--- src/rtl/music_player_param.sv ---
// -----------------------------------------------------------------------------
// music_player_param
//
// Purpose:
//    Song sequencer and square-wave tone generator in one block. The sequencer
//    fetches 32-bit note words from song memory one at a time. It plays each
//    note for note_duration * M cycles, then moves to the next slot. Playback
//    can be paused and resumed. At the end of a song the block either loops
//    back to slot 0 or pulses song_done and returns to IDLE.
//
//    Note word: [3:0] note index (0 or > NUM_NOTES is a rest),
//               [11:8] duration multiplier M (0 means 1),
//               [31] end-of-song marker; all other bits are don't-care.
//
// Ports:
//    clk, rst       clock, asynchronous active-high reset
//    song_sel       song number, captured when a start is accepted in IDLE
//    start_song     start request (ignored outside IDLE)
//    pause          level; freezes playback while in PLAY/PAUSED
//    loop_en        level; sampled at the end of a song
//    note_periods   packed half-periods, note k at [k*PERIOD_W-1 -: PERIOD_W]
//    note_duration  cycles per duration unit (0 means 1)
//    state          FSM state code (IDLE=0 FETCH=1 WAIT=2 PLAY=3 PAUSED=4)
//    idle           high while in IDLE
//    song_done      one-cycle pulse, first IDLE cycle after a non-looping end
//    note_sel       current note index in PLAY/PAUSED, 0 elsewhere and for rests
//    note           square-wave output, only active in PLAY
//    memreq_val     read request, high for the single FETCH cycle
//    memreq_addr    read address {song, idx}, zero extended; holds between fetches
//    memresp_data   read data, valid in the cycle after memreq_val
// -----------------------------------------------------------------------------
module music_player_param #(
   parameter int NUM_NOTES      = 7,
   parameter int PERIOD_W       = 8,
   parameter int DUR_W          = 16,
   parameter int NOTES_PER_SONG = 32,
   parameter int SONG_W         = 5,
   parameter int ADDR_W         = 16
) (
   input  logic                          clk,
   input  logic                          rst,
   input  logic [SONG_W-1:0]             song_sel,
   input  logic                          start_song,
   input  logic                          pause,
   input  logic                          loop_en,
   input  logic [NUM_NOTES*PERIOD_W-1:0] note_periods,
   input  logic [DUR_W-1:0]              note_duration,
   output logic [2:0]                    state,
   output logic                          idle,
   output logic                          song_done,
   output logic [3:0]                    note_sel,
   output logic                          note,
   output logic                          memreq_val,
   output logic [ADDR_W-1:0]             memreq_addr,
   input  logic [31:0]                   memresp_data
);

   localparam int IDX_W = $clog2(NOTES_PER_SONG);

   localparam logic [2:0] ST_IDLE   = 3'd0;
   localparam logic [2:0] ST_FETCH  = 3'd1;
   localparam logic [2:0] ST_WAIT   = 3'd2;
   localparam logic [2:0] ST_PLAY   = 3'd3;
   localparam logic [2:0] ST_PAUSED = 3'd4;

   localparam logic [IDX_W-1:0] IDX_LAST = IDX_W'(NOTES_PER_SONG - 1);

   // ------------------------------------------------------------------
   // Registers
   // ------------------------------------------------------------------
   logic [2:0]          state_q,     state_d;
   logic [SONG_W-1:0]   song_q,      song_d;
   logic [IDX_W-1:0]    idx_q,       idx_d;
   logic [ADDR_W-1:0]   addr_q,      addr_d;
   logic                song_done_q, song_done_d;
   logic [3:0]          note_idx_q,  note_idx_d;
   logic [3:0]          mult_q,      mult_d;
   logic [DUR_W-1:0]    unit_cnt_q,  unit_cnt_d;
   logic [3:0]          mult_cnt_q,  mult_cnt_d;
   logic [PERIOD_W-1:0] tone_cnt_q,  tone_cnt_d;
   logic                phase_q,     phase_d;

   // ------------------------------------------------------------------
   // Half-period lookup: entry 0 and entries above NUM_NOTES read as 0,
   // so rests fall out of the same "period == 0 means silence" rule.
   // ------------------------------------------------------------------
   logic [PERIOD_W-1:0] period_tab [16];

   generate
      for (genvar gi = 0; gi < 16; gi++) begin : g_period
         if (gi >= 1 && gi <= NUM_NOTES) begin : g_note
            assign period_tab[gi] = note_periods[gi*PERIOD_W-1 -: PERIOD_W];
         end else begin : g_rest
            assign period_tab[gi] = '0;
         end
      end
   endgenerate

   logic [PERIOD_W-1:0] period_cur;
   assign period_cur = period_tab[note_idx_q];

   // ------------------------------------------------------------------
   // Note word decode (only meaningful in WAIT)
   // ------------------------------------------------------------------
   logic [3:0] word_idx;
   logic [3:0] word_mult;
   logic       word_end;
   logic       word_is_note;

   assign word_idx     = memresp_data[3:0];
   assign word_mult    = memresp_data[11:8];
   assign word_end     = memresp_data[31];
   assign word_is_note = (word_idx != 4'd0) && ({28'd0, word_idx} <= 32'(NUM_NOTES));

   // Bits of the note word that carry no meaning.
   logic unused_resp_bits;
   assign unused_resp_bits = ^{memresp_data[30:12], memresp_data[7:4]};

   // ------------------------------------------------------------------
   // Duration bookkeeping. A note ends on the cycle where both the unit
   // counter and the multiplier counter sit on their last value, giving
   // exactly dur_eff * mult_q PLAY cycles.
   // ------------------------------------------------------------------
   logic [DUR_W-1:0] dur_eff;
   logic             unit_last;
   logic             mult_last;
   logic             note_expire;
   logic             last_slot;

   assign dur_eff     = (note_duration == '0) ? DUR_W'(1) : note_duration;
   assign unit_last   = (unit_cnt_q == dur_eff - DUR_W'(1));
   assign mult_last   = (mult_cnt_q == mult_q - 4'd1);
   assign note_expire = (state_q == ST_PLAY) && unit_last && mult_last;
   assign last_slot   = (idx_q == IDX_LAST);

   // ------------------------------------------------------------------
   // FSM: state register
   // ------------------------------------------------------------------
   always_ff @(posedge clk or posedge rst) begin
      if (rst) begin
         state_q <= ST_IDLE;
      end else begin
         state_q <= state_d;
      end
   end

   // ------------------------------------------------------------------
   // FSM: next state
   // ------------------------------------------------------------------
   always_comb begin
      state_d = state_q;
      case (state_q)
         ST_IDLE: begin
            if (start_song) state_d = ST_FETCH;
         end
         ST_FETCH: begin
            state_d = ST_WAIT;
         end
         ST_WAIT: begin
            if (word_end) state_d = loop_en ? ST_FETCH : ST_IDLE;
            else          state_d = ST_PLAY;
         end
         ST_PLAY: begin
            // Note expiry wins over a simultaneous pause request: the
            // note is finished, so there is nothing left to freeze.
            if (note_expire) begin
               if (last_slot) state_d = loop_en ? ST_FETCH : ST_IDLE;
               else           state_d = ST_FETCH;
            end else if (pause) begin
               state_d = ST_PAUSED;
            end
         end
         ST_PAUSED: begin
            if (!pause) state_d = ST_PLAY;
         end
         default: begin
            state_d = ST_IDLE;
         end
      endcase
   end

   // ------------------------------------------------------------------
   // Datapath next values
   // ------------------------------------------------------------------
   always_comb begin
      song_d      = song_q;
      idx_d       = idx_q;
      song_done_d = 1'b0;
      note_idx_d  = note_idx_q;
      mult_d      = mult_q;
      unit_cnt_d  = unit_cnt_q;
      mult_cnt_d  = mult_cnt_q;
      tone_cnt_d  = tone_cnt_q;
      phase_d     = phase_q;

      case (state_q)
         ST_IDLE: begin
            if (start_song) begin
               song_d = song_sel;
               idx_d  = '0;
            end
         end

         ST_WAIT: begin
            if (word_end) begin
               if (loop_en) idx_d       = '0;
               else         song_done_d = 1'b1;
            end else begin
               // Rests are stored as index 0 so note_sel reads 0 for them.
               note_idx_d = word_is_note ? word_idx : 4'd0;
               mult_d     = (word_mult == 4'd0) ? 4'd1 : word_mult;
               unit_cnt_d = '0;
               mult_cnt_d = '0;
               tone_cnt_d = '0;
               phase_d    = 1'b0;
            end
         end

         ST_PLAY: begin
            // Tone generator: count to period-1, then wrap and flip phase.
            if (period_cur != '0) begin
               if (tone_cnt_q == period_cur - PERIOD_W'(1)) begin
                  tone_cnt_d = '0;
                  phase_d    = ~phase_q;
               end else begin
                  tone_cnt_d = tone_cnt_q + PERIOD_W'(1);
               end
            end

            // Duration counters.
            if (unit_last) begin
               unit_cnt_d = '0;
               mult_cnt_d = mult_last ? 4'd0 : mult_cnt_q + 4'd1;
            end else begin
               unit_cnt_d = unit_cnt_q + DUR_W'(1);
            end

            if (note_expire) begin
               if (last_slot) begin
                  if (loop_en) idx_d       = '0;
                  else         song_done_d = 1'b1;
               end else begin
                  idx_d = idx_q + 1'b1;
               end
            end
         end

         default: begin
            // FETCH and PAUSED hold everything.
         end
      endcase
   end

   // ------------------------------------------------------------------
   // Fetch address: captured on entry to FETCH so it is stable for the
   // whole request cycle, and left untouched otherwise.
   // ------------------------------------------------------------------
   always_comb begin
      addr_d = addr_q;
      if (state_d == ST_FETCH) begin
         addr_d                      = '0;
         addr_d[IDX_W-1:0]           = idx_d;
         addr_d[IDX_W +: SONG_W]     = song_d;
      end
   end

   always_ff @(posedge clk or posedge rst) begin
      if (rst) begin
         song_q      <= '0;
         idx_q       <= '0;
         addr_q      <= '0;
         song_done_q <= 1'b0;
         note_idx_q  <= '0;
         mult_q      <= 4'd1;
         unit_cnt_q  <= '0;
         mult_cnt_q  <= '0;
         tone_cnt_q  <= '0;
         phase_q     <= 1'b0;
      end else begin
         song_q      <= song_d;
         idx_q       <= idx_d;
         addr_q      <= addr_d;
         song_done_q <= song_done_d;
         note_idx_q  <= note_idx_d;
         mult_q      <= mult_d;
         unit_cnt_q  <= unit_cnt_d;
         mult_cnt_q  <= mult_cnt_d;
         tone_cnt_q  <= tone_cnt_d;
         phase_q     <= phase_d;
      end
   end

   // ------------------------------------------------------------------
   // FSM: outputs
   // ------------------------------------------------------------------
   always_comb begin
      state       = state_q;
      idle        = (state_q == ST_IDLE);
      song_done   = song_done_q;
      memreq_val  = (state_q == ST_FETCH);
      memreq_addr = addr_q;
      note_sel    = 4'd0;
      note        = 1'b0;
      if (state_q == ST_PLAY || state_q == ST_PAUSED) begin
         note_sel = note_idx_q;
      end
      if (state_q == ST_PLAY && period_cur != '0) begin
         note = phase_q;
      end
   end

endmodule
--- config.mk ---
export PLATFORM = sky130hd
export DESIGN_NAME = music_player_param
export DESIGN_NICKNAME = d
export VERILOG_FILES = /design/src/rtl/music_player_param.sv
export SDC_FILE = /design/constraint.sdc
export NUM_CORES = 1
export LEC_CHECK = 0
export CELL_PAD_IN_SITES_DETAIL_PLACEMENT = 2
export CELL_PAD_IN_SITES_GLOBAL_PLACEMENT = 2
export CORE_AREA = 2 2 127 129
export CTS_BUF_LIST = sky130_fd_sc_hd__clkbuf_16
export CTS_CLUSTER_SIZE = 8
export DETAILED_ROUTE_END_ITERATION = 8
export DIE_AREA = 0 0 129 131
export PLACE_DENSITY_LB_ADDON = 0.08
export REMOVE_ABC_BUFFERS = 1
export SETUP_SLACK_MARGIN = 0.15
export SLEW_MARGIN = 20
export SYNTH_ARGS = -nofsm -noshare
export SYNTH_HDL_FRONTEND = slang
export SYNTH_SLANG_ARGS = --single-unit
--- constraint.sdc ---
create_clock -name clk -period 7.5 [get_ports clk]
set_input_delay 1.5 -clock clk [delete_from_list [all_inputs] [get_ports clk]]
set_output_delay 1.5 -clock clk [all_outputs]
set_load 0.1 [all_outputs]
# Yosys cells after proc, flatten, opt, wreduce, memory -nomap -nowiden
# Index checks and enable logic that the tools add are counted.
# Widths: inputs -> output; s select.
[word_totals] reg_bits=61 latch_bits=0 mem_bits_rw=0 mem_bits_ro=0 input_bits=114 output_inout_bits=27 word_cells=96 mem_count=0
[op_classes] n_addsub=7 n_mul=0 div=0 n_lt_le_gt_ge=2 eq_ne=13 n_shift=0 n_mux=44 n_bitwise=3 n_reduce_logical=16
[ops] cell="$mux 16" count=3
[ops] cell="$mux 8" count=5
[ops] cell="$mux 5" count=7
[ops] cell="$bmux 8 s4" count=1
[ops] cell="$pmux 16 s2" count=1
[ops] cell="$mux 4" count=6
[ops] cell="$add 16x1->16 const B" count=1
[ops] cell="$eq 16x16->1" count=1
[ops] cell="$logic_not 16->1" count=1
[ops] cell="$pmux 8 s2" count=1
[ops] cell="$sub 16x1->16 const B" count=1
[ops] cell="$pmux 3 s5" count=1
[ops] cell="$pmux 5 s3" count=1
[ops] cell="$mux 3" count=4
[ops] cell="$mux 1" count=10
[ops] cell="$add 8x1->8 const B" count=1
[ops] cell="$eq 8x8->1" count=1
[ops] cell="$pmux 4 s2" count=1
[ops] cell="$reduce_bool 8->1" count=1
[ops] cell="$sub 8x1->8 const B" count=1
[ops] cell="$eq 3x1->1 const B" count=2
[ops] cell="$eq 3x2->1 const B" count=2
[ops] cell="$reduce_and 3->1" count=2
[ops] cell="$add 5x1->5 const B" count=1
[ops] cell="other kinds (21)" count=29

# Depth between registers and ports, before layout
# Gate-level depths: netlist of run 1.
[depth] depth_word=9 depth_mapped=15 mapped_depth_nobuf=13

# Least setup slack after synthesis of run 1
# OpenSTA, ideal clock, no wires.
[synth_timing] path_type="in2reg" startpoint="input port note_duration[9]" endpoint="register addr_q[2] (netlist: memreq_addr[2])" setup_ps=125 arrival_ps=5307 required_time_ps=7375 slack_ps=2068 cell_stages=14 n_path_buf=1 path_cell_list="or4_1 nor3_1 a21oi_1 ha_1 nor3b_1 and2_1 o21ai_0 a31oi_1 or3_2 or3_4 mux2_4 o211ai_2 buf_6 mux2_4"
[synth_between] elab_chain_cells=9 word_cells_on_any_way=11 cone_classes="add/sub (1); eq/ne (2); mux (5); reduce/logical (3)"
[synth_rtl] element="from (decl)" line_no="47" source="input logic [DUR_W-1:0] note_duration,"
[synth_rtl] element="$logic_not 16->1" line_no="130" source="assign dur_eff = (note_duration == '0) ? DUR_W'(1) : note_duration;"
[synth_rtl] element="$mux 16 *" line_no="130"
[synth_rtl] element="$sub 16x1->16 *" line_no="131" source="assign unit_last = (unit_cnt_q == dur_eff - DUR_W'(1));"
[synth_rtl] element="$eq 16x16->1 *" line_no="131"
[synth_rtl] element="$logic_and 1x1->1 * (2 in a row)" line_no="133" source="assign note_expire = (state_q == ST_PLAY) && unit_last && mult_last;"
[synth_rtl] element="$mux 3" line_no="166" source="if (note_expire) begin"
[synth_rtl] element="$pmux 3 s5" line_no="152" source="case (state_q)"
[synth_rtl] element="$eq 3x1->1" line_no="260" source="if (state_d == ST_FETCH) begin"
[synth_rtl] element="to (signal assigned)" line_no="282" source="addr_q <= addr_d;"
[synth_rtl] element="to (decl)" line_no="74" source="logic [ADDR_W-1:0] addr_q, addr_d;"
# Every way passes the cells marked *; elsewhere a longest branch is shown, timed or not.
# A chain may end at the register's enable or synchronous reset.

# Worst setup path after layout of run 1
[layout_timing] startpoint="input port note_duration[10]" endpoint="register addr_q[7] (netlist: memreq_addr[7])"
[layout_between] elab_chain_cells=9
[layout_rtl] element="$logic_not 16->1" line_no="130"
[layout_rtl] element="$mux 16 *" line_no="130"
[layout_rtl] element="$sub 16x1->16 *" line_no="131"
[layout_rtl] element="$eq 16x16->1 *" line_no="131"
[layout_rtl] element="$logic_and 1x1->1 * (2 in a row)" line_no="133"
[layout_rtl] element="$mux 3 *" line_no="166"
[layout_rtl] element="$pmux 3 s5 *" line_no="152"
[layout_rtl] element="$eq 3x1->1 *" line_no="260"
# Marks and branches as above.

==> metrics.txt, run 1 <==
# TYPE chip_impl_metric gauge
chip_impl_metric{name="peakVddDrop",unit="V"} 0.0001865
chip_impl_metric{name="port-buffer-count",unit=""} 111
chip_impl_metric{name="placedCellCount",unit=""} 821
chip_impl_metric{name="fillCellCount",unit=""} 1732
chip_impl_metric{name="clk_transition_reported_paths",unit="ns"} 0.06
chip_impl_metric{name="yosys.area_share.simple",unit="%"} 23.09
chip_impl_metric{name="rrSetupSlack",unit="ns"} 3.05
chip_impl_metric{name="layout.cells.non_filler",unit=""} 837
chip_impl_metric{name="final-hold-violation-count",unit=""} 0
chip_impl_metric{name="drt_pre_antenna_iters",unit=""} 4
chip_impl_metric{name="dr.first_iter.drc_count",unit=""} 143
chip_impl_metric{name="hold_buffers",unit=""} 0
chip_impl_metric{name="final.setup.tns",unit="ns"} 0
chip_impl_metric{name="synth-compound-area-share",unit="%"} 17.33
chip_impl_metric{name="design.die.area",unit="um^2"} 16900
chip_impl_metric{name="die_width",unit="um"} 129
chip_impl_metric{name="grt_pass1_vias",unit=""} 4854
chip_impl_metric{name="critical_path.max_fanout",unit=""} 12
chip_impl_metric{name="post-dp-hpwl",unit="um"} 11640
chip_impl_metric{name="ys_warn_count",unit=""} 0
chip_impl_metric{name="ctsResizeCount",unit=""} 0
chip_impl_metric{name="drive_above_1_share",unit="%"} 10.14
chip_impl_metric{name="routed_wirelength",unit="um"} 15060
chip_impl_metric{name="initial_util",unit="%"} 29.35
chip_impl_info{name="synth.top_cells.by_area",value="sky130_fd_sc_hd__dfrtp_1, sky130_fd_sc_hd__xnor2_1, sky130_fd_sc_hd__o21ai_0, sky130_fd_sc_hd__mux4_2, sky130_fd_sc_hd__nor2_1"} 1
chip_impl_metric{name="maximum_number_of_pins_on_one_net_before_global_route_repair",unit=""} 62
chip_impl_metric{name="netlist.area_leader.share",unit="%"} 32.80
chip_impl_info{name="critical_path_class",value="in -> reg"} 1
chip_impl_info{name="worst_min_delay_path_class",value="reg -> reg"} 1
chip_impl_info{name="cts_tree",value="built"} 1
chip_impl_info{name="yosys-top-cells-count",value="sky130_fd_sc_hd__dfrtp_1, sky130_fd_sc_hd__nor2_1, sky130_fd_sc_hd__o21ai_0"} 1
chip_impl_metric{name="slew-limit-headroom",unit="%"} 33.18
chip_impl_metric{name="worst_ep_required_time",unit="ns"} 7.72
chip_impl_metric{name="num-nets-final",unit=""} 739
chip_impl_info{name="outcome",value="finished clean"} 1
chip_impl_metric{name="floorplan.rows",unit=""} 46
chip_impl_metric{name="layout_min_cycle_time",unit="ns"} 6.406
chip_impl_metric{name="wl_per_cell",unit="um"} 18.00
chip_impl_info{name="clock-root-buffer",value="sky130_fd_sc_hd__clkbuf_16"} 1
chip_impl_metric{name="post_cts_setup_repair_buffer_count",unit=""} 0
chip_impl_metric{name="route.antenna.remaining_nets",unit=""} 0
chip_impl_metric{name="clockBufferDepth",unit=""} 2
chip_impl_metric{name="cts_buffers",unit=""} 9
chip_impl_metric{name="synth.avg_cell_area",unit="um^2"} 8.977
chip_impl_metric{name="drc_errors",unit=""} 0
chip_impl_metric{name="num_io_pins",unit=""} 141
chip_impl_metric{name="final-setup-viol-count",unit=""} 0
chip_impl_info{name="postSynth.topFlopCell",value="sky130_fd_sc_hd__dfrtp_1"} 1
chip_impl_metric{name="synth_fa_ha_area_share",unit="%"} 2.460
chip_impl_metric{name="postSynthCellCount",unit=""} 510
chip_impl_info{name="worstSetupEndpointType",value="register"} 1
chip_impl_metric{name="grt_antenna_before_repair",unit=""} 0
chip_impl_metric{name="grt_pass1_wl",unit="um"} 24690
chip_impl_metric{name="synthDistinctLibCells",unit=""} 72
chip_impl_metric{name="global_route.overflow_total",unit=""} 0
chip_impl_metric{name="worst_path_arrival",unit="ns"} 6.63
chip_impl_metric{name="synth-edff-count",unit=""} 0
chip_impl_metric{name="synthXorXnorAreaFrac",unit="%"} 7.844
chip_impl_metric{name="gp_routability_congestion",unit=""} 0.7661
chip_impl_metric{name="fin_worst_skew",unit="ns"} 0.007196
chip_impl_metric{name="core_area",unit="um^2"} 15600
chip_impl_metric{name="clock_sinks",unit=""} 61
chip_impl_metric{name="timing.max_cap.violations",unit=""} 0
chip_impl_metric{name="antennaDiodeCount",unit=""} 0
chip_impl_metric{name="die_span_y",unit="um"} 131
chip_impl_metric{name="power_density",unit="nW/um^2"} 339.6
chip_impl_metric{name="timing.fmax",unit="MHz"} 156.1
chip_impl_metric{name="ff_latch_count_synth",unit=""} 61
chip_impl_metric{name="worstMarginPinSlew",unit="ns"} 0.9991
chip_impl_metric{name="route.vias.total",unit=""} 4378
chip_impl_metric{name="synthToLayoutAreaGrowth",unit="%"} 34.63
chip_impl_info{name="worstSetupStartpointType",value="input port"} 1
chip_impl_metric{name="clkLatencyLatePin",unit="ns"} 0.34
chip_impl_metric{name="ratio_of_final_minimum_period_to_clock_period",unit="%"} 85.41
chip_impl_info{name="rsz0062_at_grt",value="false"} 1
chip_impl_metric{name="postSynth.asyncResetShare",unit="%"} 100.0
chip_impl_metric{name="seq_area_frac_synth",unit="%"} 33.37
chip_impl_info{name="synth_top_family_by_area",value="simple AND/OR/NAND/NOR gates"} 1
chip_impl_metric{name="muxShareOfSynthArea",unit="%"} 10.80
chip_impl_metric{name="total_leakage_power",unit="nW"} 2.428
chip_impl_metric{name="grtUsageTotal",unit="%"} 18.56
chip_impl_metric{name="syn-cell-area",unit="um^2"} 4578
chip_impl_metric{name="slew_viol_final",unit=""} 0
chip_impl_metric{name="cts.htree.levels",unit=""} 3
chip_impl_metric{name="viasPerCell",unit=""} 5.231
chip_impl_info{name="synthMostInstantiatedCell",value="sky130_fd_sc_hd__dfrtp_1"} 1
chip_impl_info{name="synth_area_leader_cell",value="sky130_fd_sc_hd__dfrtp_1"} 1
[state kept, by name, summed over array words and instances (netlist names)]
name and cells:
unit_cnt_q 16, memreq_addr 10, tone_cnt_q 8, idx_q 5, song_q 5, mult_cnt_q 4, mult_q 4, note_idx_q 4
state 3, phase_q 1, song_done 1
[layout by cell type, fill, tap and decap left out, types with 8 or more instances in the layout]
cell type                           n
sky130_fd_sc_hd__a21oi_1           17
sky130_fd_sc_hd__and3_1            12
sky130_fd_sc_hd__clkbuf_16          9
sky130_fd_sc_hd__clkdlybuf4s50_1  111
sky130_fd_sc_hd__dfrtp_1           60
sky130_fd_sc_hd__ha_1               9
sky130_fd_sc_hd__inv_1             23
sky130_fd_sc_hd__mux2_2            14
sky130_fd_sc_hd__mux4_2             8
sky130_fd_sc_hd__nand2_1           35
sky130_fd_sc_hd__nand2b_1          10
sky130_fd_sc_hd__nand3_1           11
sky130_fd_sc_hd__nor2_1            47
sky130_fd_sc_hd__nor3_1            17
sky130_fd_sc_hd__o21ai_0           41
sky130_fd_sc_hd__xnor2_1           28
sky130_fd_sc_hd__xor2_1            13
[per-layer routing]
metal,track usage [%],share of wire [%],vias to the layer above
met5,0,0,-
met4,5.946,1.3,0
met3,2.606,3.4,14
met2,34.80,52,85
met1,21.87,43,2218
li1,-,-,2061
[final timing paths]
path / from / cells after the start / to
worst max register to register: note_idx_q[0]$_DFFE_PP0P_ / 12 / phase_q$_DFFE_PP0P_
min in group asynchronous: rst / 3 / tone_cnt_q[4]$_DFFE_PP0P_
worst min-delay path: song_q[2]$_DFF_PP0_ / 1 / song_q[2]$_DFF_PP0_
max in group asynchronous: rst / 3 / unit_cnt_q[12]$_DFFE_PP0P_
worst min register to register: song_q[2]$_DFF_PP0_ / 1 / song_q[2]$_DFF_PP0_
worst max-delay path: note_duration[10] / 14 / memreq_addr[7]$_DFFE_PP0N_
[per-stage QoR]
stage	setup slack [ns]	power [mW]	hold slack [ns]	utilization [%]	area, um^2
2_1_floorplan	0.8607	1.338	0.4652	-	4453
3_3_place_gp	0.8625	1.655	0.4772	37.65	5872
3_5_place_dp	0.7438	1.697	0.4869	37.65	5872
4_1_cts	1.079	2.128	0.4999	39.52	6163
5_1_grt	0.7131	2.241	0.5084	39.52	6163
6_report	1.094	2.093	0.4935	39.52	6163
[area by class of cell]
class	count	area (um^2)	share of cell area [%]
clock buffer	9	225.2	3.654
multi-input combinational	405	2839	46.06
clock inverter	7	66.31	1.076
tap	216	270.3	4.385
inverter	23	86.33	1.401
sequential	61	1528	24.79
timing repair buffer	116	1149	18.64
[logic make-up after synthesis]
family | after synthesis
simple gates | 193
compound gates | 121
flops | 61
buf+inv | 49
xor+xnor | 41
mux | 35
fa+ha+maj | 9
other cells | 1
[worst max-delay path, cell delays in order]
cell and delay, ns:
sky130_fd_sc_hd__clkdlybuf4s50_1 0.53, sky130_fd_sc_hd__or4_1 0.58, sky130_fd_sc_hd__nor3_1 0.55, sky130_fd_sc_hd__a21oi_1 0.22, sky130_fd_sc_hd__ha_1 0.28, sky130_fd_sc_hd__nor3b_1 0.21
sky130_fd_sc_hd__and2_1 0.19, sky130_fd_sc_hd__o21ai_0 0.16, sky130_fd_sc_hd__a31oi_1 0.11, sky130_fd_sc_hd__or3_2 0.53, sky130_fd_sc_hd__or3_4 0.38, sky130_fd_sc_hd__mux2_4 0.31
sky130_fd_sc_hd__o211ai_2 0.65, sky130_fd_sc_hd__mux2_2 0.41
[where the power goes]
group	internal, mW	switching, mW	total [mW]
registers	0.406	0.118	0.524
logic	0.443	0.713	1.16
clock network	0.255	0.158	0.413
No activity file was read; power rests on OpenSTA's default activity.
==> inputs of run 2 (changes only) <==
TNS_END_PERCENT = 50   (was unset)
==> results of run 2 <==
Final layout, timing and power as in run 1 (identical DEF).
==> inputs of run 3 (changes only) <==
PLACE_DENSITY_LB_ADDON = 0.1   (was 0.08)
==> metrics.txt, run 3 (synthesized netlist as in run 1, its figures left out) <==
# TYPE chip_impl_metric gauge
chip_impl_info{name="clock-root-buffer",value="sky130_fd_sc_hd__clkbuf_16"} 1
chip_impl_metric{name="critical_path.max_fanout",unit=""} 11
chip_impl_metric{name="worst_path_arrival",unit="ns"} 6.70
chip_impl_metric{name="design.die.area",unit="um^2"} 16900
chip_impl_metric{name="largest_register_ff_count",unit=""} 16
chip_impl_info{name="rr_startpoint",value="note_idx_q[0]$_DFFE_PP0P_"} 1
chip_impl_metric{name="die_span_y",unit="um"} 131
chip_impl_metric{name="hold_buffers",unit=""} 0
chip_impl_metric{name="route.vias.total",unit=""} 4333
chip_impl_metric{name="die_width",unit="um"} 129
chip_impl_info{name="outcome",value="finished clean"} 1
chip_impl_metric{name="final-setup-viol-count",unit=""} 0
chip_impl_info{name="cts_tree",value="built"} 1
chip_impl_metric{name="antennaDiodeCount",unit=""} 0
chip_impl_metric{name="num-nets-final",unit=""} 739
chip_impl_info{name="crit-reg2reg-capture",value="phase_q$_DFFE_PP0P_"} 1
chip_impl_metric{name="final_core_util",unit="%"} 39.53
chip_impl_metric{name="grtUsageTotal",unit="%"} 19.04
chip_impl_metric{name="slew_viol_final",unit=""} 0
chip_impl_metric{name="rrSetupSlack",unit="ns"} 3.25
chip_impl_metric{name="viasPerCell",unit=""} 5.177
chip_impl_metric{name="layout.cells.non_filler",unit=""} 837
chip_impl_metric{name="clk_transition_reported_paths",unit="ns"} 0.05
chip_impl_metric{name="post-dp-hpwl",unit="um"} 11880
chip_impl_metric{name="route.antenna.remaining_nets",unit=""} 0
chip_impl_metric{name="global_route.overflow_total",unit=""} 0
chip_impl_metric{name="post_cts_setup_repair_buffer_count",unit=""} 0
chip_impl_metric{name="wl_per_cell",unit="um"} 18.38
chip_impl_metric{name="fin_worst_skew",unit="ns"} 0.009165
chip_impl_metric{name="clockBufferDepth",unit=""} 2
chip_impl_metric{name="gp_routability_congestion",unit=""} 0.7531
chip_impl_metric{name="initial_util",unit="%"} 29.35
chip_impl_metric{name="port-buffer-count",unit=""} 111
chip_impl_metric{name="cts.htree.levels",unit=""} 3
chip_impl_metric{name="ratio_of_final_minimum_period_to_clock_period",unit="%"} 86.33
chip_impl_metric{name="drive_above_1_share",unit="%"} 10.14
chip_impl_metric{name="layout_min_cycle_time",unit="ns"} 6.475
chip_impl_metric{name="slew-limit-headroom",unit="%"} 31.54
chip_impl_metric{name="core_area",unit="um^2"} 15600
chip_impl_metric{name="total_leakage_power",unit="nW"} 2.439
chip_impl_metric{name="dr.first_iter.drc_count",unit=""} 174
chip_impl_info{name="worst_min_delay_path_startpoint",value="song_q[3]$_DFF_PP0_"} 1
chip_impl_info{name="worst_min_delay_path_class",value="reg -> reg"} 1
chip_impl_info{name="worstSetupStartpointType",value="input port"} 1
chip_impl_metric{name="routed_wirelength",unit="um"} 15390
chip_impl_info{name="commonest_non_fill_non_tap_cells_in_the_layout",value="sky130_fd_sc_hd__clkdlybuf4s50_1, sky130_fd_sc_hd__dfrtp_1, sky130_fd_sc_hd__nor2_1, sky130_fd_sc_hd__o21ai_0, sky130_fd_sc_hd__nand2_1"} 1
chip_impl_metric{name="timing.fmax",unit="MHz"} 154.4
chip_impl_metric{name="final.setup.tns",unit="ns"} 0
chip_impl_metric{name="grt_antenna_before_repair",unit=""} 0
chip_impl_metric{name="timing.max_cap.violations",unit=""} 0
chip_impl_metric{name="maximum_number_of_pins_on_one_net_before_global_route_repair",unit=""} 62
chip_impl_info{name="mostFrequentLayoutCell",value="sky130_fd_sc_hd__clkdlybuf4s50_1"} 1
chip_impl_metric{name="drt_pre_antenna_iters",unit=""} 4
chip_impl_metric{name="num_io_pins",unit=""} 141
chip_impl_metric{name="worstMarginPinSlew",unit="ns"} 1.024
chip_impl_info{name="top_register",value="unit_cnt_q"} 1
chip_impl_info{name="rsz0062_at_grt",value="false"} 1
chip_impl_metric{name="drc_errors",unit=""} 0
chip_impl_metric{name="peakVddDrop",unit="V"} 0.0001509
chip_impl_metric{name="worst_r2r_path_depth",unit=""} 13
chip_impl_metric{name="clock_sinks",unit=""} 61
chip_impl_metric{name="floorplan.rows",unit=""} 46
chip_impl_info{name="critical_path.endpoint",value="memreq_addr[9]$_DFFE_PP0N_"} 1
chip_impl_metric{name="power_density",unit="nW/um^2"} 342.1
chip_impl_metric{name="ctsResizeCount",unit=""} 0
chip_impl_metric{name="worst_ep_required_time",unit="ns"} 7.72
chip_impl_metric{name="final-hold-violation-count",unit=""} 0
chip_impl_info{name="startpoint",value="note_duration[10]"} 1
chip_impl_metric{name="synthToLayoutAreaGrowth",unit="%"} 34.68
chip_impl_metric{name="place_area",unit="um^2"} 5872
chip_impl_metric{name="clkLatencyLatePin",unit="ns"} 0.34
chip_impl_info{name="worstSetupEndpointType",value="register"} 1
chip_impl_metric{name="grt_pass1_wl",unit="um"} 25020
chip_impl_metric{name="placedCellCount",unit=""} 821
chip_impl_info{name="critical_path_class",value="in -> reg"} 1
chip_impl_metric{name="stdcell_area",unit="um^2"} 6166
chip_impl_metric{name="grt_pass1_vias",unit=""} 4779
chip_impl_metric{name="cts_buffers",unit=""} 9
[run 3: changes by cell type in the layout (fill, tap and decap cells not counted)]
cell,before,now
sky130_fd_sc_hd__inv_6,1,0
sky130_fd_sc_hd__clkinv_1,1,0
sky130_fd_sc_hd__clkinv_4,0,3
sky130_fd_sc_hd__clkinvlp_4,2,0
sky130_fd_sc_hd__inv_1,23,24
[run 3: worst min-delay path by stage]
stage	end	slack [ns]	cells after the start
floorplan	mult_q[3]$_DFFE_PP0P_	0.47	2
global placement	song_q[1]$_DFF_PP0_	0.48	1
detailed placement	song_q[3]$_DFF_PP0_	0.48	1
CTS	song_q[3]$_DFF_PP0_	0.50	1
global route	memreq_addr[1]$_DFFE_PP0N_	0.52	1
finish	song_q[3]$_DFF_PP0_	0.50	1
[run 3: metal layers]
metal	GRT usage (%)	routed length [um]	up-vias
li1	-	-	2061
met5	0	0	-
met1	23.30	6670	2163
met2	34.48	7802	96
met3	3.176	690	13
met4	5.563	225	0
[run 3: where the power goes]
group | total [mW] | internal, mW | switching, mW
Clock | 0.413 | 0.256 | 0.158
Sequential | 0.521 | 0.407 | 0.115
Combinational | 1.17 | 0.443 | 0.732
Total | 2.11 | 1.11 | 1.00
[run 3: through the flow]
step	worst slack, ns	power [mW]	hold WS, ns
floorplan	0.8607	1.338	0.4652
global placement	0.8373	1.660	0.4804
detailed placement	0.6405	1.711	0.4824
CTS	1.002	2.140	0.4952
global route	0.7494	2.261	0.5219
finish	1.025	2.109	0.4953
[run 3: area by class of cell]
cell class / count / area [um^2]
clock buffers: 9 / 225.2
clock inverters: 7 / 68.82
fillers: 1726 / 9432
inverters: 23 / 86.33
multi-input cells: 405 / 2839
flip-flops and latches: 61 / 1528
well taps: 216 / 270.3
repair buffers: 116 / 1149
[run 3: worst max-delay path: stages]
cell and delay (ns):
sky130_fd_sc_hd__clkdlybuf4s50_1 0.52, sky130_fd_sc_hd__or4_1 0.60, sky130_fd_sc_hd__nor3_1 0.58, sky130_fd_sc_hd__a21oi_1 0.22
sky130_fd_sc_hd__ha_1 0.26, sky130_fd_sc_hd__nor3b_1 0.21, sky130_fd_sc_hd__and2_1 0.20, sky130_fd_sc_hd__o21ai_0 0.18
sky130_fd_sc_hd__a31oi_1 0.11, sky130_fd_sc_hd__or3_2 0.55, sky130_fd_sc_hd__or3_4 0.38, sky130_fd_sc_hd__mux2_4 0.31
sky130_fd_sc_hd__o211ai_2 0.64, sky130_fd_sc_hd__mux2_2 0.41
==> RTL change 1 (flow settings as in run 3) <==
Make the reset (`rst`) synchronous in 2 clocked blocks. Comments in the files are not updated.
--- a/src/rtl/music_player_param.sv
+++ b/src/rtl/music_player_param.sv
@@ -138,3 +138,3 @@
    // ------------------------------------------------------------------
-   always_ff @(posedge clk or posedge rst) begin
+   always_ff @(posedge clk) begin
       if (rst) begin
@@ -266,3 +266,3 @@
 
-   always_ff @(posedge clk or posedge rst) begin
+   always_ff @(posedge clk) begin
       if (rst) begin
Check against the original RTL: differs if rst is asserted again (counterexample within 4 cycles, from zero or initial values and one cycle with rst high); with rst held inactive, the same outputs for 4 cycles.
==> RTL change 1 against run 3 <==
Routed wire length grew 2.9%. Sequential share of layout area shrank 4.9 points. Critical path depth shrank 4. Die area is the same. Synthesized cell count grew 9.8%. Clock skew shrank 1.5 ps. Cell area shrank 0.51%. Setup slack gained 180 ps. Register-to-register slack gained 390 ps. Via count grew 8.2%. Sequential cell count is the same. Area after synthesis shrank 0.25%. Highest routed layer unchanged.
Power is not compared: it rests on default switching activity, and its combinational part moved more than twofold at a synthesized area within 25%.
==> RTL change 1: results (changes against run 3) <==
<table>
<tr><th>Metric</th><th>Value</th></tr>
<tr><th colspan="2">Run status</th></tr>
<tr><td>Outcome</td><td>finished, final reports clean</td></tr>
<tr><th colspan="2">Cells and area</th></tr>
<tr><td>Finished Cell Area</td><td>6130 um^2 (-0.51%)</td></tr>
<tr><td>Seq. cell area</td><td>1220 um^2 (-20%)</td></tr>
<tr><td>Number of logic inverters in the finished layout</td><td>17 (-26%)</td></tr>
<tr><td>Fillers</td><td>1787 (+3.5%)</td></tr>
<tr><td>Fraction of standard cell area in multi-input logic</td><td>0.510 (+0.0497)</td></tr>
<tr><td>Clock tree cell share of total cell area</td><td>0.0487 (+0.00106)</td></tr>
<tr><td>Multi-input gates</td><td>450 (+11%)</td></tr>
<tr><th colspan="2">Synth</th></tr>
<tr><td>Distinct cells, synth</td><td>75 (+4.2%)</td></tr>
<tr><td>Post-synthesis async set-or-reset flop share</td><td>0 (-1.00)</td></tr>
<tr><td>Top cells by instance count after synthesis</td><td>sky130_fd_sc_hd__dfxtp_1, sky130_fd_sc_hd__nand2_1, sky130_fd_sc_hd__a21oi_1</td></tr>
<tr><td>Cells after synthesis</td><td>560 (+9.8%)</td></tr>
<tr><th colspan="2">Detailed routing</th></tr>
<tr><td>Total routed wire length on the met1 layer</td><td>6890 um (+3.3%)</td></tr>
<tr><td>Detailed route wirelength on metal3</td><td>438 um (-37%)</td></tr>
<tr><td>Routed length on met2</td><td>8370 um (+7.3%)</td></tr>
<tr><th colspan="2">Setup path</th></tr>
<tr><td>Top Family by Delay on Critical Path</td><td>buffers and inverters</td></tr>
<tr><td>Worst setup path startpoint</td><td>note_periods[1]</td></tr>
<tr><td>Delay of the slowest cell on the worst path</td><td>970 ps (+330 ps)</td></tr>
<tr><td>Crit Path Max Fanout</td><td>7 (-4)</td></tr>
<tr><th colspan="2">Place</th></tr>
<tr><td>Worst Setup Slack post-DPL</td><td>1160 ps (+518 ps)</td></tr>
<tr><td>Routability congestion estimate</td><td>0.760 (+0.93%)</td></tr>
<tr><td>Detailed-placement wirelength estimate</td><td>12400 um (+4.5%)</td></tr>
<tr><th colspan="2">Global routing</th></tr>
<tr><td>First-pass GRT wire length</td><td>25700 um (+2.7%)</td></tr>
<tr><td>Met3 GRT Util</td><td>0.0322 (+0.000407)</td></tr>
<tr><th colspan="2">Hold path</th></tr>
<tr><td>Worst hold start</td><td>memreq_addr[7]$_SDFFE_PP0N_</td></tr>
</table>
RTL change 1: path summary, 6_finish.rpt:
check                                                   end  cells after the start  slack (ps)
worst min register to register  memreq_addr[7]$_SDFFE_PP0N_                      2         460
worst max-delay path                                   note                     10        1210
worst max register to register   tone_cnt_q[0]$_SDFFE_PP0P_                     11        3640
worst min-delay path            memreq_addr[7]$_SDFFE_PP0N_                      2         460
RTL change 1: cell families (layout without fill, tap and decap cells):
| group | count (synthesis) | after routing | share of synthesized area |
|---|---|---|---|
| DFF | 61 | 61 | 0.267 |
| buffers and inverters | 54 | 150 | 0.0526 |
| xor gates and xnor gates | 37 | 37 | 0.0710 |
| muxes | 29 | 29 | 0.0852 |
| adders and majority gates | 9 | 9 | 0.0247 |
| other | 1 | 6 | 0.000821 |
| AOI/OAI and AO/OA | 141 | 141 | 0.214 |
| and+or+nand+nor | 228 | 228 | 0.285 |
==> RTL change 2 (config.mk and constraints of run 3) <==
Without the edit above. Change the parameter `ADDR_W` from 16 to 18.
--- a/src/rtl/music_player_param.sv
+++ b/src/rtl/music_player_param.sv
@@ -37,3 +37,3 @@
    parameter int SONG_W         = 5,
-   parameter int ADDR_W         = 16
+   parameter int ADDR_W         = 18
 ) (
Ports: changed (resized memreq_addr); port bits go from 141 to 143. No check against the original RTL was run, so the function may have changed too.
==> RTL change 2 against run 3 <==
Total power decreased by 1.8%. Register-to-register slack got worse by 150 ps. Sequential share of layout area rose by 0.11 points. Sequential cell count unchanged. Routed wire length rose by 0.77%. Sequential power increased by 1%. Cell area down 0.43%. Area after synthesis up 0.33%. Clock skew rose by 3.6 ps. Largest power group unchanged. Setup slack improved by 92 ps. Fmax is 1.4% higher.
==> RTL change 2: results (changes against run 3) <==
<table>
<tr><th>Metric</th><th>Value</th></tr>
<tr><th colspan="2">Run status</th></tr>
<tr><td>Outcome</td><td>finished, final reports clean</td></tr>
<tr><th colspan="2">Setup path</th></tr>
<tr><td>Logic depth of the worst register-to-register path</td><td>12 (-1)</td></tr>
<tr><td>Launching point of the worst reg2reg path</td><td>note_idx_q[0]$_DFFE_PP0P_</td></tr>
<tr><td>Last element of the critical path</td><td>memreq_addr[8]$_DFFE_PP0N_</td></tr>
<tr><td>Worst reg2reg setup slack</td><td>3100 ps (-150 ps)</td></tr>
<tr><td>Signal arrival time at the worst endpoint</td><td>6600 ps (-100 ps)</td></tr>
<tr><th colspan="2">Cells and area</th></tr>
<tr><td>Layout cell share with drive strength beyond 1</td><td>0.0998 (-0.00161)</td></tr>
<tr><td>Net count reported at finish</td><td>740 (+0.14%)</td></tr>
<tr><td>Fillers</td><td>1728 (+0.12%)</td></tr>
<tr><th colspan="2">Power</th></tr>
<tr><td>Net switching power</td><td>0.00100 W (about the same)</td></tr>
<tr><td>Max IR drop VDD</td><td>0.180 mV (+19%)</td></tr>
<tr><th colspan="2">Synth</th></tr>
<tr><td>Fraction of the yosys area taken by sequential cells</td><td>0.333 (-0.00109)</td></tr>
<tr><td>Largest cells by area after synthesis</td><td>sky130_fd_sc_hd__dfrtp_1, sky130_fd_sc_hd__xnor2_1, sky130_fd_sc_hd__o21ai_0</td></tr>
<tr><td>Cells after synthesis</td><td>512 (+0.39%)</td></tr>
<tr><td>Count of synthesis-stage warnings from yosys</td><td>0 (unchanged)</td></tr>
<tr><th colspan="2">Detailed routing</th></tr>
<tr><td>DR vias</td><td>4354 (+0.48%)</td></tr>
<tr><td>Iteration-0 DRC count of the detailed router</td><td>150 (-14%)</td></tr>
<tr><td>Wire per inst</td><td>18.5 um (+0.77%)</td></tr>
<tr><th colspan="2">Timing</th></tr>
<tr><td>Worst clock skew</td><td>12.8 ps (+3.62 ps)</td></tr>
<tr><td>Post-Route Hold Slack</td><td>501 ps (+5.25 ps)</td></tr>
<tr><th colspan="2">Place</th></tr>
<tr><td>Cell total after placement</td><td>822 (+0.12%)</td></tr>
<tr><td>Routability congestion estimate</td><td>0.759 (+0.81%)</td></tr>
<tr><td>Detailed-placement wirelength estimate</td><td>11800 um (-0.53%)</td></tr>
<tr><td>Number of port buffers</td><td>111 (unchanged)</td></tr>
<tr><th colspan="2">Global routing</th></tr>
<tr><td>Total global-route track usage</td><td>0.190 (-0.000450)</td></tr>
<tr><td>First-pass GRT wire length</td><td>25300 um (+1.2%)</td></tr>
</table>
==> RTL change 2: logic make-up after synthesis <==
family	after synthesis	synth area share
and+or+nand+nor	193	0.230
AOI/OAI and AO/OA	121	0.173
DFF	61	0.333
buffers and inverters	51	0.0534
xor gates and xnor gates	41	0.0782
muxes	35	0.108
adders and majority gates	9	0.0245
other	1	0.000816
==> RTL change 2: cell type report <==
| type | instances | area (um^2) | share of cell area |
|---|---|---|---|
| Inverter | 23 | 86.3 | 0.0141 |
| Clock buffer | 9 | 225 | 0.0367 |
| Timing Repair Buffer | 115 | 1140 | 0.186 |
| Multi-Input combinational cell | 407 | 2850 | 0.464 |
| Clock inverter | 6 | 42.5 | 0.00693 |
| Sequential cell | 61 | 1530 | 0.249 |
| Tap cell | 216 | 270 | 0.0440 |
==> RTL change 2: power by group through the flow <==
stage | sequential (W) | clock [W] | combinational, W
after floorplan | 0.000663 | 0 | 0.000680
after global placement | 0.000528 | 0 | 0.00113
after detailed placement | 0.000536 | 0 | 0.00117
after CTS | 0.000530 | 0.000395 | 0.00118
after global routing | 0.000547 | 0.000410 | 0.00126
final | 0.000528 | 0.000383 | 0.00116
==> RTL change 2: critical path, stage by stage <==
cell and delay (ps):
sky130_fd_sc_hd__clkdlybuf4s50_1 520, sky130_fd_sc_hd__or4_1 570, sky130_fd_sc_hd__nor3_1 550, sky130_fd_sc_hd__a21oi_1 220
sky130_fd_sc_hd__ha_1 260, sky130_fd_sc_hd__nor3b_1 200, sky130_fd_sc_hd__and2_1 190, sky130_fd_sc_hd__o21ai_0 170
sky130_fd_sc_hd__a31oi_1 110, sky130_fd_sc_hd__or3_2 540, sky130_fd_sc_hd__or3_4 380, sky130_fd_sc_hd__mux2_4 320
sky130_fd_sc_hd__o211ai_2 650, sky130_fd_sc_hd__mux2_2 410
==> RTL change 2: metal layers <==
layer,track usage,up-vias,wire [um]
met5,0,-,0
met4,0.0531,0,147
met3,0.0301,7,609
met2,0.348,85,7860
met1,0.231,2205,6890
li1,-,2057,-
==> RTL change 2: through the flow <==
step	utilization	setup WS [ps]	power (W)	cell area (um^2)
detailed placement	0.376	747	0.00171	5870
floorplan	-	861	0.00134	4460
global placement	0.376	827	0.00166	5870
global route	0.394	797	0.00222	6140
finish	0.394	1120	0.00207	6140
CTS	0.394	1110	0.00210	6140
